`config.mk`:
```
export PLATFORM = sky130hd
export DESIGN_NAME = pll_lock_sequencer
export DESIGN_NICKNAME = d
export VERILOG_FILES = /design/src/rtl/pll_lock_sequencer.sv
export SDC_FILE = /design/constraint.sdc
export NUM_CORES = 1
export LEC_CHECK = 0
export ABC_AREA = 1
export CAP_MARGIN = 20
export CORE_AREA = 2 2 51 77
export DETAILED_ROUTE_END_ITERATION = 7
export DIE_AREA = 0 0 53 79
export PLACE_DENSITY = 0.69
export REMOVE_ABC_BUFFERS = 1
export SLEW_MARGIN = 0
export SYNTH_ARGS = -nofsm -noshare
export SYNTH_HDL_FRONTEND = slang
export SYNTH_SLANG_ARGS = --single-unit
```
`constraint.sdc`:
```
create_clock -name REFERENCECLK -period 1.5 [get_ports REFERENCECLK]
set_input_delay 0.15 -clock REFERENCECLK [delete_from_list [all_inputs] [get_ports REFERENCECLK]]
set_output_delay 0.15 -clock REFERENCECLK [all_outputs]
set_load 0.02 [all_outputs]
```
`src/rtl/pll_lock_sequencer.sv`:
```
// PLL bring-up sequencer: holds the PLL in reset, waits for a stable lock with
// bounded retries, then releases the fast-domain reset and watches for lock loss.
module pll_lock_sequencer #(
    parameter int RST_HOLD_CYCLES     = 120,
    parameter int LOCK_TIMEOUT_CYCLES = 60000,
    parameter int LOCK_STABLE_CYCLES  = 1200,
    parameter int MAX_RETRIES         = 3
) (
    input  logic       REFERENCECLK,
    input  logic       RESET,
    input  logic       PLL_LOCK,
    input  logic       RESTART,
    output logic       PLL_RESETB,
    output logic       SYS_RESET_N,
    output logic       READY,
    output logic       FAULT,
    output logic       LOCK_LOST,
    output logic [1:0] RETRY_CNT,
    output logic [2:0] STATE
);

    typedef enum logic [2:0] {
        S_HOLD      = 3'd0,
        S_WAIT_LOCK = 3'd1,
        S_STABLE    = 3'd2,
        S_RUN       = 3'd3,
        S_FAULT     = 3'd4
    } state_t;

    // Terminal counts: each timed state leaves on the edge its counter reads N-1.
    localparam logic [15:0] HOLD_LAST    = 16'(RST_HOLD_CYCLES - 1);
    localparam logic [15:0] TIMEOUT_LAST = 16'(LOCK_TIMEOUT_CYCLES - 1);
    localparam logic [15:0] STABLE_LAST  = 16'(LOCK_STABLE_CYCLES - 1);
    localparam logic [1:0]  RETRY_MAX    = 2'(MAX_RETRIES);

    state_t      state;
    state_t      state_nxt;
    logic [15:0] cnt;
    logic [15:0] cnt_nxt;
    logic [1:0]  retry_nxt;
    logic        lost_nxt;
    logic        lock_meta;
    logic        lock_s;

    // PLL_LOCK is asynchronous; only lock_s is used downstream.
    always_ff @(posedge REFERENCECLK or negedge RESET) begin
        if (!RESET) begin
            lock_meta <= 1'b0;
            lock_s    <= 1'b0;
        end else begin
            lock_meta <= PLL_LOCK;
            lock_s    <= lock_meta;
        end
    end

    always_comb begin
        state_nxt = state;
        retry_nxt = RETRY_CNT;
        lost_nxt  = LOCK_LOST;
        if (RESTART) begin
            state_nxt = S_HOLD;
            retry_nxt = 2'd0;
            lost_nxt  = 1'b0;
        end else begin
            case (state)
                S_HOLD: begin
                    if (cnt == HOLD_LAST) state_nxt = S_WAIT_LOCK;
                end
                S_WAIT_LOCK: begin
                    if (lock_s) begin
                        state_nxt = S_STABLE;
                    end else if (cnt == TIMEOUT_LAST) begin
                        if (RETRY_CNT < RETRY_MAX) begin
                            retry_nxt = RETRY_CNT + 2'd1;
                            state_nxt = S_HOLD;
                        end else begin
                            state_nxt = S_FAULT;
                        end
                    end
                end
                S_STABLE: begin
                    if (!lock_s) begin
                        state_nxt = S_WAIT_LOCK;
                    end else if (cnt == STABLE_LAST) begin
                        state_nxt = S_RUN;
                        retry_nxt = 2'd0;
                    end
                end
                S_RUN: begin
                    if (!lock_s) begin
                        state_nxt = S_HOLD;
                        lost_nxt  = 1'b1;
                        retry_nxt = 2'd0;
                    end
                end
                S_FAULT: state_nxt = S_FAULT;
                default: state_nxt = S_HOLD;
            endcase
        end

        // RUN and FAULT are untimed, so the counter just rests at zero there.
        cnt_nxt = cnt;
        if (RESTART || (state_nxt != state)) begin
            cnt_nxt = 16'd0;
        end else if (state == S_HOLD || state == S_WAIT_LOCK || state == S_STABLE) begin
            cnt_nxt = cnt + 16'd1;
        end
    end

    // Outputs are decoded from the next state so they change on the same edge as STATE.
    always_ff @(posedge REFERENCECLK or negedge RESET) begin
        if (!RESET) begin
            state       <= S_HOLD;
            cnt         <= 16'd0;
            RETRY_CNT   <= 2'd0;
            LOCK_LOST   <= 1'b0;
            PLL_RESETB  <= 1'b0;
            SYS_RESET_N <= 1'b0;
            READY       <= 1'b0;
            FAULT       <= 1'b0;
        end else begin
            state       <= state_nxt;
            cnt         <= cnt_nxt;
            RETRY_CNT   <= retry_nxt;
            LOCK_LOST   <= lost_nxt;
            PLL_RESETB  <= (state_nxt == S_WAIT_LOCK) || (state_nxt == S_STABLE) ||
                           (state_nxt == S_RUN);
            SYS_RESET_N <= (state_nxt == S_RUN);
            READY       <= (state_nxt == S_RUN);
            FAULT       <= (state_nxt == S_FAULT);
        end
    end

    assign STATE = state;

endmodule

```
==> After elaboration in Yosys (flattened, before gate mapping) <==
Cells that the tools add are included.
{ "classes": {"n_lt_le_gt_ge": 1, "addsub": 2, "eq_ne": 19, "n_reduce_logical": 11, "n_mux": 22} }
{ "op_table": {"columns": ["cell", "n"], "rows": [
  ["16-bit two-way mux", 2],
  ["3-bit two-way mux", 8],
  ["3-bit != test, second input constant", 6],
  ["16-bit by 1-bit adder with 16-bit output, second input constant", 1],
  ["16-bit by 11-bit == test with 1-bit output, second input constant", 1],
  ["16-bit == test, second input constant", 1],
  ["16-bit by 7-bit == test with 1-bit output, second input constant", 1],
  ["3-bit case mux with 5 select lines", 1],
  ["2-bit two-way mux", 7],
  ["3-bit by 2-bit == test with 1-bit output, second input constant", 4],
  ["7-bit AND reduction", 1],
  ["3-bit by 1-bit == test with 1-bit output, second input constant", 2],
  ["3-bit == test, second input constant", 2],
  ["2-bit case mux with 3 select lines", 1],
  ["1-bit logical OR", 5],
  ["2-bit nonzero test", 2],
  ["4-bit nonzero test", 1],
  ["3-bit zero test", 1],
  ["1-bit two-way mux", 3],
  ["3-bit != test", 1],
  ["2-bit by 1-bit adder with 2-bit output, second input constant", 1],
  ["2-bit < comparator, second input constant", 1],
  ["2-bit != test, second input constant", 1],
  ["2-bit AND reduction", 1]
]} }
{ "word_totals": {"output_inout_bits": 10, "in_bits": 4, "regBits": 27} }

==> Logic depth before layout (Yosys ltp) <==
{ "depth": {"ltp_word": 9, "depth_mapped": 13, "mapped_depth_nobuf": 12} }

==> Worst setup path after synthesis <==
Ideal clock, no wire load.
{ "synth_path": {"kind": "register to register", "startpoint": "register cnt[1]", "endpoint": "register cnt[15]", "setup_slack_ns": -0.089, "arrival_time_ns": 1.469, "stages_incl_launch_ff": 14, "path_cell_list": "dfrtp_1 ha_1 nand2_1 inv_1 nand2_1 nor2_1 nand2_1 nand2_1 nand2_1 nand3_2 nand2_2 nand2_4 buf_6 nor2_1"} }
{ "synth_via": {"elab_chain_len": 8} }
{ "synth_lines": {"columns": ["item", "line", "source"], "rows": [
  ["from (decl)", "38", "logic [15:0] cnt;"],
  ["from (signal assigned)", "123", "cnt <= cnt_nxt;"],
  ["16-bit by 11-bit == test with 1-bit output / 16-bit == test (equally long branches)", "84, 72", null],
  ["3-bit two-way mux, on equally long branches", "84, 72", null],
  ["3-bit two-way mux, on equally long branches", "82, 70", null],
  ["3-bit case mux with 5 select lines", "65", "case (state)"],
  ["3-bit two-way mux", "60", "if (RESTART) begin"],
  ["3-bit != test", "103", "if (RESTART || (state_nxt != state)) begin"],
  ["1-bit logical OR", "103", null],
  ["16-bit two-way mux / 2-bit nonzero test (equally long branches)", null, null]
]} }
Several ways; a longest one is shown, not always the timed one. The select of a mux whose other input is x is not followed.
A chain may end at the register's enable or synchronous reset.

==> Worst setup path after layout <==
{ "layout_path": {"startpoint": "register cnt[1]", "endpoint": "register cnt[7]"} }
Same word-level chain as after synthesis.

==> run_results.csv <==
group,metric,value,unit
critical_path,required,1.71,ns
synth,yosys_warnings,0,
place,placed_cells,319,
timing,fmax,0.5960,GHz
synth,yosys-top-cells-area,"dfrtp_1 (41%), nand2_1 (12%), nor2_1 (11%)",
clocking,cts_num_sinks,27,
timing,tightest_slew,0.3914,ns
critical_path,critical-path-max-stage-delay,0.40,ns
job,cap_violations,0,
layout,area_delta_synth_final,38.41,%
critical_path,start_kind,"register",
critical_path,r2r_start,"cnt[1]$_DFFE_PN0P_",
timing,fin_skew,0.005372,ns
critical_path,crit_fanout,8,
timing,hold_viol_final,0,
critical_path,critPathLaunch,"cnt[1]$_DFFE_PN0P_",
global_route,antenna_found_initial,0,
critical_path,worstPathCellList,"ha_2 > nand2_2 > inv_2 > buf_6 > nand4_1 > nor2_2 > a21oi_2 > nand2_1 > inv_2 > nand2_4 > nor2_1",
drt,post_drt_wl_per_cell,13.81,um
synth,yosysMostFrequentCell,"nand2_1",
synth,async_flop_share,100.0,%
synth,syn_area_per_cell,7.200,um^2
global_route,grt-busiest-layer,"met2",
floorplanning,die_y,79,um
global_route,met3_usage,3.195,%
layout,fill_cells,337,
synth,synth_edf_count,0,
drt,viasPerCell,5.225,
place,hpwl,3.311,mm
timing,slew_headroom,73.63,%
clocking,htreeDepth,1,
hold_path,min_path_type,"in -> async",
layout,drive_gt1_share,32.62,%
global_route,grt_max_degree,28,
floorplanning,core-area,3547,um^2
floorplanning,ios,14,
layout,fin_nets,289,
clocking,clk_latency,0.27,ns
synth,syn_area,1642,um^2
status,outcome,"finished, violations left",
global_route,grt_pass1_wl,7.182,mm
critical_path,crit_top_cell,"inv_2",
critical_path,cpMaxStageDelayCell,"dfrtp_1",
drt,drt_iter0_drc,70,
critical_path,critPathCaptureType,"register",
clocking,cts_buffers,3,
floorplanning,start_util,46.28,%
clocking,cts_tree,"done",
critical_path,reg2reg_depth,11,
critical_path,critPathTopFamily,"simple AND/OR/NAND/NOR gates",
floorplanning,die_area,4187,um^2
power,leakage,1.063,nW
critical_path,arrival,1.88,ns
power,ir_worst_vdd,380.5,uV
timing,finalSetupViolCount,21,
synth,ys_ff_latch,27,
global_route,grt_pass1_vias,1706,
clocking,clk_pin_slew,0.09,ns
timing,rsz0062_at_grt,"yes",
synth,syn_inst,228,
global_route,gr-usage-all-layers,23.24,%
timing,period_share,111.9,%
drt,ant_nets,0,
timing,setup_ws,-0.1780,ns
critical_path,cp_num_buf_inv,3,
clocking,clk_path_buf_depth,2,
layout,num_antenna_cells,0,
floorplanning,die_x,53,um
clocking,root_buffer,"clkbuf_8",
timing,fin_tns_setup,-2.495,ns
synth,netlist.area_leader.share,41.16,%
floorplanning,rows,27,
timing,slew_violations,0,
synth,synthFlopType,"dfrtp_1",
global_route,overflow,0,
critical_path,crit_type,"reg -> reg",
synth,yosys.area.top_type,"dfrtp_1",
power,power.density,548.6,nW/um^2
place,port_buffers,13,
drt,drt_pass1_iterations,4,
synth,ys_seq_area_share,41.16,%
drt,drcViolationCount,0,
status,violations,"negative setup slack",
place,gp_congestion,0.9422,
timing,finalCriticalPeriod,1.678,ns
global_route,use_met1,24.03,%
layout,final_cell_count_no_fill,325,
synth,synth_cell_types,30,
synth,synth_common_cells,"nand2_1 (51), nor2_1 (47), dfrtp_1 (27), inv_1 (27), nand3_1 (17)",
clocking,cts_hold_buf,0,
critical_path,cp.depth,11,
drt,vias,1698,
global_route,grt_util_met2,42.50,%
drt,finalWirelength,4.489,mm
[where the power goes]
| part | switching [W] | total [W] | leakage [nW] | internal, W |
|---|---|---|---|---|
| Sequential | 0.00000849 | 0.000745 | 0.367 | 0.000736 |
| Combinational | 0.0000558 | 0.0000906 | 0.673 | 0.0000349 |
| Clock | 0.000221 | 0.000411 | 0.0228 | 0.000190 |
[what timing repair did]
| action | in CTS | in global routing |
|---|---|---|
| gates cloned | 1 | 0 |
| resized for setup | 19 | 26 |
| endpoints found under the setup margin | 25 | 23 |
| pin swaps | 11 | 9 |
| buffers inserted | 0 | 1 |
[worst reg2reg max path, stage by stage (launching register included)]
cell and delay [ns]:
dfrtp_1 0.40, ha_2 0.20, nand2_2 0.08, inv_2 0.05
buf_6 0.11, nand4_1 0.09, nor2_2 0.06, a21oi_2 0.19
nand2_1 0.09, inv_2 0.11, nand2_4 0.11, nor2_1 0.12
[placed cells by master, fill, tap and decap left out, types with 7 or more instances in the layout]
cell,Yosys,layout
inv_1,27,25
xor2_1,7,7
nand4_1,10,10
nor2_2,3,15
dfrtp_1,27,25
nand3_1,17,17
nor2_1,47,35
nand2_1,51,43
clkdlybuf4s50_1,0,10
buf_4,2,39
[flip-flops by register name (all words and copies together), names as in the netlist]
| name | count |
|---|---|
| cnt | 16 |
| STATE | 3 |
| RETRY_CNT | 2 |
| FAULT | 1 |
| LOCK_LOST | 1 |
| PLL_RESETB | 1 |
| READY | 1 |
| lock_meta | 1 |
| lock_s | 1 |
[metrics by stage]
step / cell area [um^2] / setup slack [ns] / total power, W / hold WS (ns) / util [%]
6_report: 2272 / -0.1780 / 0.001247 / 0.2487 / 64.06
5_1_grt: 2272 / -0.2391 / 0.001311 / 0.2817 / 64.06
4_1_cts: 2180 / -0.1289 / 0.001253 / 0.2679 / 61.45
3_5_place_dp: 2090 / -0.1942 / 0.0008381 / 0.3355 / 58.91
3_3_place_gp: 2090 / -0.1348 / 0.0008348 / 0.3331 / 58.91
2_1_floorplan: 1605 / -0.1302 / 0.0007884 / -0.1456 / -
[final cells by class]
class	count	area [um^2]	area share (%)
multi-input cells	167	940.9	41.41
well taps	43	53.80	2.368
inverters	30	112.6	4.956
flip-flops and latches	27	678.2	29.85
repair buffers	54	441.7	19.44
clock buffers	4	45.04	1.982
[path summary, 6_finish.rpt]
path | to | slack (ns)
worst min register to register | lock_s$_DFF_PN0_ | 0.36
worst min-delay path | cnt[7]$_DFFE_PN0P_ | 0.25
max in group asynchronous | STATE[1]$_DFF_PN0_ | 0.97
min in group REFERENCECLK | lock_meta$_DFF_PN0_ | 0.31
worst max register to register | cnt[7]$_DFFE_PN0P_ | -0.18
worst max-delay path | cnt[7]$_DFFE_PN0P_ | -0.18
[cells by family after synthesis]
| family | after synthesis | share of synthesized area, % |
|---|---|---|
| compound gates | 14 | 5.183 |
| xor+xnor | 7 | 3.735 |
| fa+ha+maj | 2 | 1.524 |
| buf+inv | 35 | 9.070 |
| flops | 27 | 41.16 |
| mux | 1 | 0.6098 |
| simple gates | 142 | 38.72 |
[per-layer routing]
| layer | up-vias | share of wire (%) |
|---|---|---|
| met5 | - | 0 |
| met4 | 0 | 4.2 |
| met3 | 21 | 2.9 |
| met2 | 52 | 56 |
| met1 | 792 | 37 |
| li1 | 833 | - |
No activity file was read; power rests on OpenSTA's default activity.
